--- src/rtl/freq_report.sv ---
// Frequency measurement front-end: takes a host command, starts the measurer,
// waits for its completion (or a local watchdog) and streams a checksummed report frame.
module freq_report #(
    parameter int CNT_NBIT  = 8,
    parameter int TO_NBIT   = 8,
    parameter int DATA_NBIT = 32,
    parameter int WD_CYCLES = 1 << 24
) (
    input  logic                 clk,
    input  logic                 rst,
    input  logic                 cmd_valid,
    output logic                 cmd_ready,
    input  logic [CNT_NBIT-1:0]  cmd_cnt,
    input  logic [TO_NBIT-1:0]   cmd_timeout,
    output logic                 m_start,
    output logic [CNT_NBIT-1:0]  m_cnt_tgt,
    output logic [TO_NBIT-1:0]   m_timeout,
    input  logic                 m_done,
    input  logic [DATA_NBIT-1:0] m_freq,
    input  logic [CNT_NBIT-1:0]  m_cnt,
    input  logic                 m_err,
    output logic [7:0]           tx_data,
    output logic                 tx_valid,
    input  logic                 tx_ready,
    output logic                 busy
);

    localparam int NBYTES  = 3 + CNT_NBIT / 8 + DATA_NBIT / 8;
    localparam int FRAME_W = NBYTES * 8;
    localparam int BODY_W  = FRAME_W - 8;
    localparam int WD_W    = $clog2(WD_CYCLES) + 1;
    localparam int IDX_W   = $clog2(NBYTES) + 1;

    typedef enum logic [1:0] {
        S_IDLE,
        S_START,
        S_WAIT,
        S_SEND
    } state_t;

    state_t             state;
    state_t             state_nxt;
    logic               prev_done;
    logic               done_rise;
    logic               wd_expire;
    logic               accept;
    logic               byte_xfer;
    logic               last_byte;
    logic [WD_W-1:0]    wd_cnt;
    logic [IDX_W-1:0]   byte_idx;
    logic [FRAME_W-1:0] frame_p0;

    function automatic logic [7:0] xor_bytes(input logic [BODY_W-1:0] body);
        logic [7:0] acc;
        acc = 8'h00;
        for (int i = 0; i < NBYTES - 1; i++) begin
            acc = acc ^ body[i*8 +: 8];
        end
        return acc;
    endfunction

    function automatic logic [FRAME_W-1:0] build_frame(
        input logic [7:0]           status,
        input logic [CNT_NBIT-1:0]  cnt,
        input logic [DATA_NBIT-1:0] freq
    );
        logic [BODY_W-1:0] body;
        body = {8'hA5, status, cnt, freq};
        return {body, xor_bytes(body)};
    endfunction

    // A stale high m_done from an earlier run must not complete a new measurement.
    assign done_rise = m_done & ~prev_done;
    assign wd_expire = (wd_cnt == WD_W'(WD_CYCLES - 1));
    assign last_byte = (byte_idx == IDX_W'(NBYTES - 1));
    assign accept    = cmd_valid & cmd_ready;
    assign byte_xfer = (state == S_SEND) & tx_ready;
    assign tx_data   = (state == S_SEND) ? frame_p0[FRAME_W-1 -: 8] : 8'h00;

    always_ff @(posedge clk) begin
        if (rst) begin
            state <= S_IDLE;
        end else begin
            state <= state_nxt;
        end
    end

    always_comb begin
        state_nxt = state;
        cmd_ready = 1'b0;
        m_start   = 1'b0;
        tx_valid  = 1'b0;
        busy      = 1'b1;
        unique case (state)
            S_IDLE: begin
                busy      = 1'b0;
                cmd_ready = ~rst;
                if (cmd_valid && !rst) begin
                    state_nxt = S_START;
                end
            end
            S_START: begin
                m_start   = 1'b1;
                state_nxt = S_WAIT;
            end
            S_WAIT: begin
                if (done_rise || wd_expire) begin
                    state_nxt = S_SEND;
                end
            end
            S_SEND: begin
                tx_valid = 1'b1;
                if (tx_ready && last_byte) begin
                    state_nxt = S_IDLE;
                end
            end
            default: state_nxt = S_IDLE;
        endcase
    end

    always_ff @(posedge clk) begin
        if (rst) begin
            prev_done <= m_done;
            wd_cnt    <= '0;
            byte_idx  <= '0;
            m_cnt_tgt <= '0;
            m_timeout <= '0;
        end else begin
            prev_done <= m_done;
            if (accept) begin
                m_cnt_tgt <= cmd_cnt;
                m_timeout <= cmd_timeout;
            end
            if (state == S_START) begin
                wd_cnt <= '0;
            end else if (state == S_WAIT) begin
                wd_cnt <= wd_cnt + 1'b1;
            end
            if (byte_xfer) begin
                byte_idx <= last_byte ? '0 : byte_idx + 1'b1;
            end
        end
    end

    // Frame capture stage: built whole on completion, then shifted out MSB byte first.
    always_ff @(posedge clk) begin
        if (state == S_WAIT && done_rise) begin
            frame_p0 <= build_frame({6'b0, 1'b0, m_err}, m_cnt, m_freq);
        end else if (state == S_WAIT && wd_expire) begin
            frame_p0 <= build_frame(8'h02, '0, '0);
        end else if (byte_xfer) begin
            frame_p0 <= frame_p0 << 8;
        end
    end

endmodule
--- config.mk ---
export PLATFORM = sky130hd
export DESIGN_NAME = freq_report
export DESIGN_NICKNAME = d
export VERILOG_FILES = /design/src/rtl/freq_report.sv
export SDC_FILE = /design/constraint.sdc
export NUM_CORES = 1
export LEC_CHECK = 0
export ABC_AREA = 1
export BUFFER_PORTS_ARGS = -buffer_cell sky130_fd_sc_hd__clkbuf_2
export CAP_MARGIN = 15
export CORE_MARGIN = 3
export CORE_UTILIZATION = 45
export CTS_CLUSTER_SIZE = 28
export DETAILED_ROUTE_END_ITERATION = 16
export PLACE_DENSITY = 0.71
export SLEW_MARGIN = 0
export SYNTH_ARGS = -nofsm -noshare
export SYNTH_HDL_FRONTEND = slang
export SYNTH_SLANG_ARGS = --single-unit
--- constraint.sdc ---
create_clock -name clk -period 3.2 [get_ports clk]
set_clock_uncertainty 0.05 [all_clocks]
set_input_delay 0.64 -clock clk [delete_from_list [all_inputs] [get_ports clk]]
set_output_delay 0.64 -clock clk [all_outputs]
set_load 0.03 [all_outputs]
==> impl_metrics.py <==
metrics = {
    "sta": {
        "maxSlewViolCount": 0,
        "timing.hold.ws_ns": 0.386,
        "finalSetupTns_ns": 0,
        "setup-violations-final": 0,
        "fin_crit_sh_pct": 84.5,
        "fmax_mhz": 370,
        "post-route-min-period_ns": 2.70,
        "rsz0062_at_grt": "no",
        "hold_viol_final": 0,
        "slew_headroom_pct": 59.6,
        "tightestPinTransition_ns": 0.606,
    },
    "global_routing": {
        "grt_usage_pct": 17.3,
        "antenna_found_initial": 0,
        "grt_pass1_vias": 4067,
        "grt-ovfl-total": 0,
        "grt_max_degree": 48,
        "grt_pass1_wl_um": 18200,
    },
    "route": {
        "wl_per_cell_um": 12.1,
        "route.vias.total": 4338,
        "wl_met3_um": 803,
        "route.detailed.drc": 0,
        "drt_iter0_drc": 263,
        "drtAntennaViolNets": 0,
        "wl_met2_um": 4650,
        "wirelength_um": 10600,
        "avgViaCountPerCell": 4.93,
        "topRoutingLayerUsed": "met4",
        "drt_pass1_iterations": 5,
        "met1_length_um": 4980,
    },
    "setup_path": {
        "r2r.worst_path.cells": 10,
        "crit_cells": 10,
        "startpoint": "wd_cnt[0]$_SDFFE_PP0P_",
        "max_stage_delay_ns": 0.47,
        "worstSetupPathType": "flip-flop to flip-flop",
        "path_buf_inv": 3,
        "cp_top_family": "simple AND/OR/NAND/NOR gates",
        "cp-end-kind": "flip-flop",
        "startpoint_type": "flip-flop",
        "crit_path_top_delay_cell": "buf_4",
        "cp_max_fo": 43,
        "worstPathCellList": "ha_1 > inv_1 > nor2_1 > nand2_1 > nor2_4 > nand3_2 > nand2_4 > inv_4 > nand2_2 > buf_4",
        "worstPathRequired_ns": 3.16,
        "r2r-start": "wd_cnt[0]$_SDFFE_PP0P_",
        "crit_arrival_ns": 2.66,
    },
    "yosys": {
        "synth_edf_count": 49,
        "synth_fp_nets": 720,
        "ys_ff_latch": 112,
        "synth_top_area_cell": "edfxtp_1",
        "syn_inst": 651,
        "ys.warnings.count": 0,
        "synth_cell_types": 32,
        "synth_ff_type": "dfxtp_1",
        "synth.area.top_cells": "edfxtp_1, dfxtp_1, nand2_1",
        "async_reset_ff_share_pct": 0,
        "ys_seq_area_share_pct": 52.5,
        "syn_area_sq_mm": 0.00521,
        "syn_area_per_cell_sq_um": 8.00,
        "synth_top_area_share_pct": 28.3,
    },
    "clock_network": {
        "clk_pin_slew_ns": 0.08,
        "cts_setup_buffers": 0,
        "holdBufCountCts": 0,
        "clk_latency_ns": 0.36,
        "cts_buffers": 9,
        "clock_path_buffers": 2,
        "h-tree-depth": 3,
        "cts.sinks": 112,
        "root_buffer": "clkbuf_16",
        "cts_resized": 0,
        "cts_tree": "built",
    },
    "floorplan": {
        "dieWidth_um": 114,
        "coreArea_sq_mm": 0.0111,
        "initial_utilization_pct": 47.0,
        "dieArea_sq_mm": 0.0129,
        "rows": 38,
        "io_pins": 90,
        "die_y_um": 114,
    },
    "run_status": {
        "outcome": "finished clean",
    },
    "job": {
        "drv_cap": 0,
    },
    "layout": {
        "n_antenna_cell": 0,
        "final_nets": 804,
        "drive_above_1_share_pct": 16.5,
        "final_cell_count_no_fill": 880,
        "area_growth_syn_to_layout_pct": 16.8,
    },
    "worst_hold_path": {
        "holdPathStages": 1,
        "hp-start": "m_done",
        "min_path_type": "primary input to flip-flop",
    },
    "pwr": {
        "leakage_nw": 2.66,
        "vdd_drop_max_uv": 424,
        "p_per_area_mw_per_mm2": 635,
    },
    "placed_design": {
        "dpl.cell_count": 864,
        "io_buffers": 89,
        "gp_congestion": 0.878,
        "hpwl_um": 7730,
    },
}
[layout by cell type (no fill, tap or decap)]
cell type,Yosys,layout
edfxtp_1,49,49
buf_4,0,6
inv_6,0,2
o22ai_1,3,3
nand2_2,2,3
nand4_1,4,4
o21a_1,2,2
nor4_1,1,1
nor2_2,3,3
a21oi_1,29,29
nand2b_1,5,5
xnor2_1,15,15
inv_4,1,1
clkbuf_16,0,9
clkinv_1,1,1
nand3_1,23,23
nor3b_1,1,1
inv_1,50,50
nand2_1,254,253
clkinv_8,0,2
nor2_1,56,56
o21ai_0,28,28
nand2_4,1,1
a22oi_1,1,1
a31oi_1,2,2
nand3b_1,1,1
nor3_1,12,12
xor2_1,12,12
clkbuf_2,0,89
dfxtp_1,63,63
nand3_2,1,1
inv_8,0,2
ha_1,7,7
nor2_4,2,2
bufinv_16,0,1
[where the power goes]
part	switching, W	total, W	internal [W]
Clock	0.000560	0.00120	0.000637
Combinational	0.000553	0.000829	0.000275
Sequential	0.0000938	0.00184	0.00174
[routing by layer]
| metal | vias to the layer above | global-route usage, % |
|---|---|---|
| met5 | - | 0 |
| met4 | 0 | 6.97 |
| met3 | 11 | 3.18 |
| met2 | 148 | 26.7 |
| met1 | 1931 | 24.2 |
| li1 | 2248 | - |
[Yosys cell counts (all sizes together), types with 2 or more instances]
| master | number |
|---|---|
| nand2 | 257 |
| dfxtp | 63 |
| nor2 | 61 |
| inv | 51 |
| edfxtp | 49 |
| a21oi | 29 |
| o21ai | 28 |
| nand3 | 24 |
| xnor2 | 15 |
| buf | 13 |
| nor3 | 12 |
| xor2 | 12 |
| clkbuf | 9 |
| ha | 7 |
| nand2b | 5 |
| nand4 | 4 |
| o22ai | 3 |
| a31oi | 2 |
| o21a | 2 |
[cell families after synthesis]
group,Yosys count,share of synthesized area (%)
adders and majority gates,7,1.68
buffers and inverters,74,6.15
xor gates and xnor gates,27,4.54
AOI/OAI and AO/OA,65,6.51
and+or+nand+nor,366,28.6
DFF,112,52.5
[state kept, by name, summed over array words and instances, names as in the netlist]
register   count
byte_idx       4
frame_p0      64
m_cnt_tgt      8
m_timeout      8
prev_done      1
state          2
wd_cnt        25
[worst register-to-register path, delay by kind of cell (launching register included)]
family | cells | cell delay (ns)
AND/OR/NAND/NOR | 6 | 0.97
buffers and inverters | 3 | 0.74
flip-flops | 1 | 0.38
adder cells (fa/ha/maj) | 1 | 0.23
[final timing paths]
| check | to | slack, ns |
|---|---|---|
| worst max register to register | frame_p0[46]$_DFFE_PP_ | 0.50 |
| worst max-delay path | frame_p0[46]$_DFFE_PP_ | 0.50 |
| worst min-delay path | prev_done$_DFF_P_ | 0.39 |
| worst min register to register | frame_p0[51]$_SDFFE_PP0P_ | 0.41 |
[metrics by stage]
stage | power (W) | setup slack (ns) | cell area (sq um) | utilization (%)
floorplan | 0.00246 | 0.269 | 5210 | -
global placement | 0.00267 | 0.574 | 5750 | 51.9
detailed placement | 0.00270 | 0.467 | 5750 | 51.9
CTS | 0.00390 | 0.471 | 6080 | 54.9
global route | 0.00409 | 0.224 | 6080 | 54.9
finish | 0.00386 | 0.496 | 6080 | 54.9
[cell type report]
type / count / area (sq um)
Clock buffer: 9 / 225
Clock inverter: 7 / 103
Fill cell: 1024 / 5000
Inverter: 52 / 198
Multi-Input combinational cell: 465 / 2160
Sequential cell: 112 / 2730
Tap cell: 140 / 175
Timing Repair Buffer: 95 / 490
(Power assumes the default switching activity.)
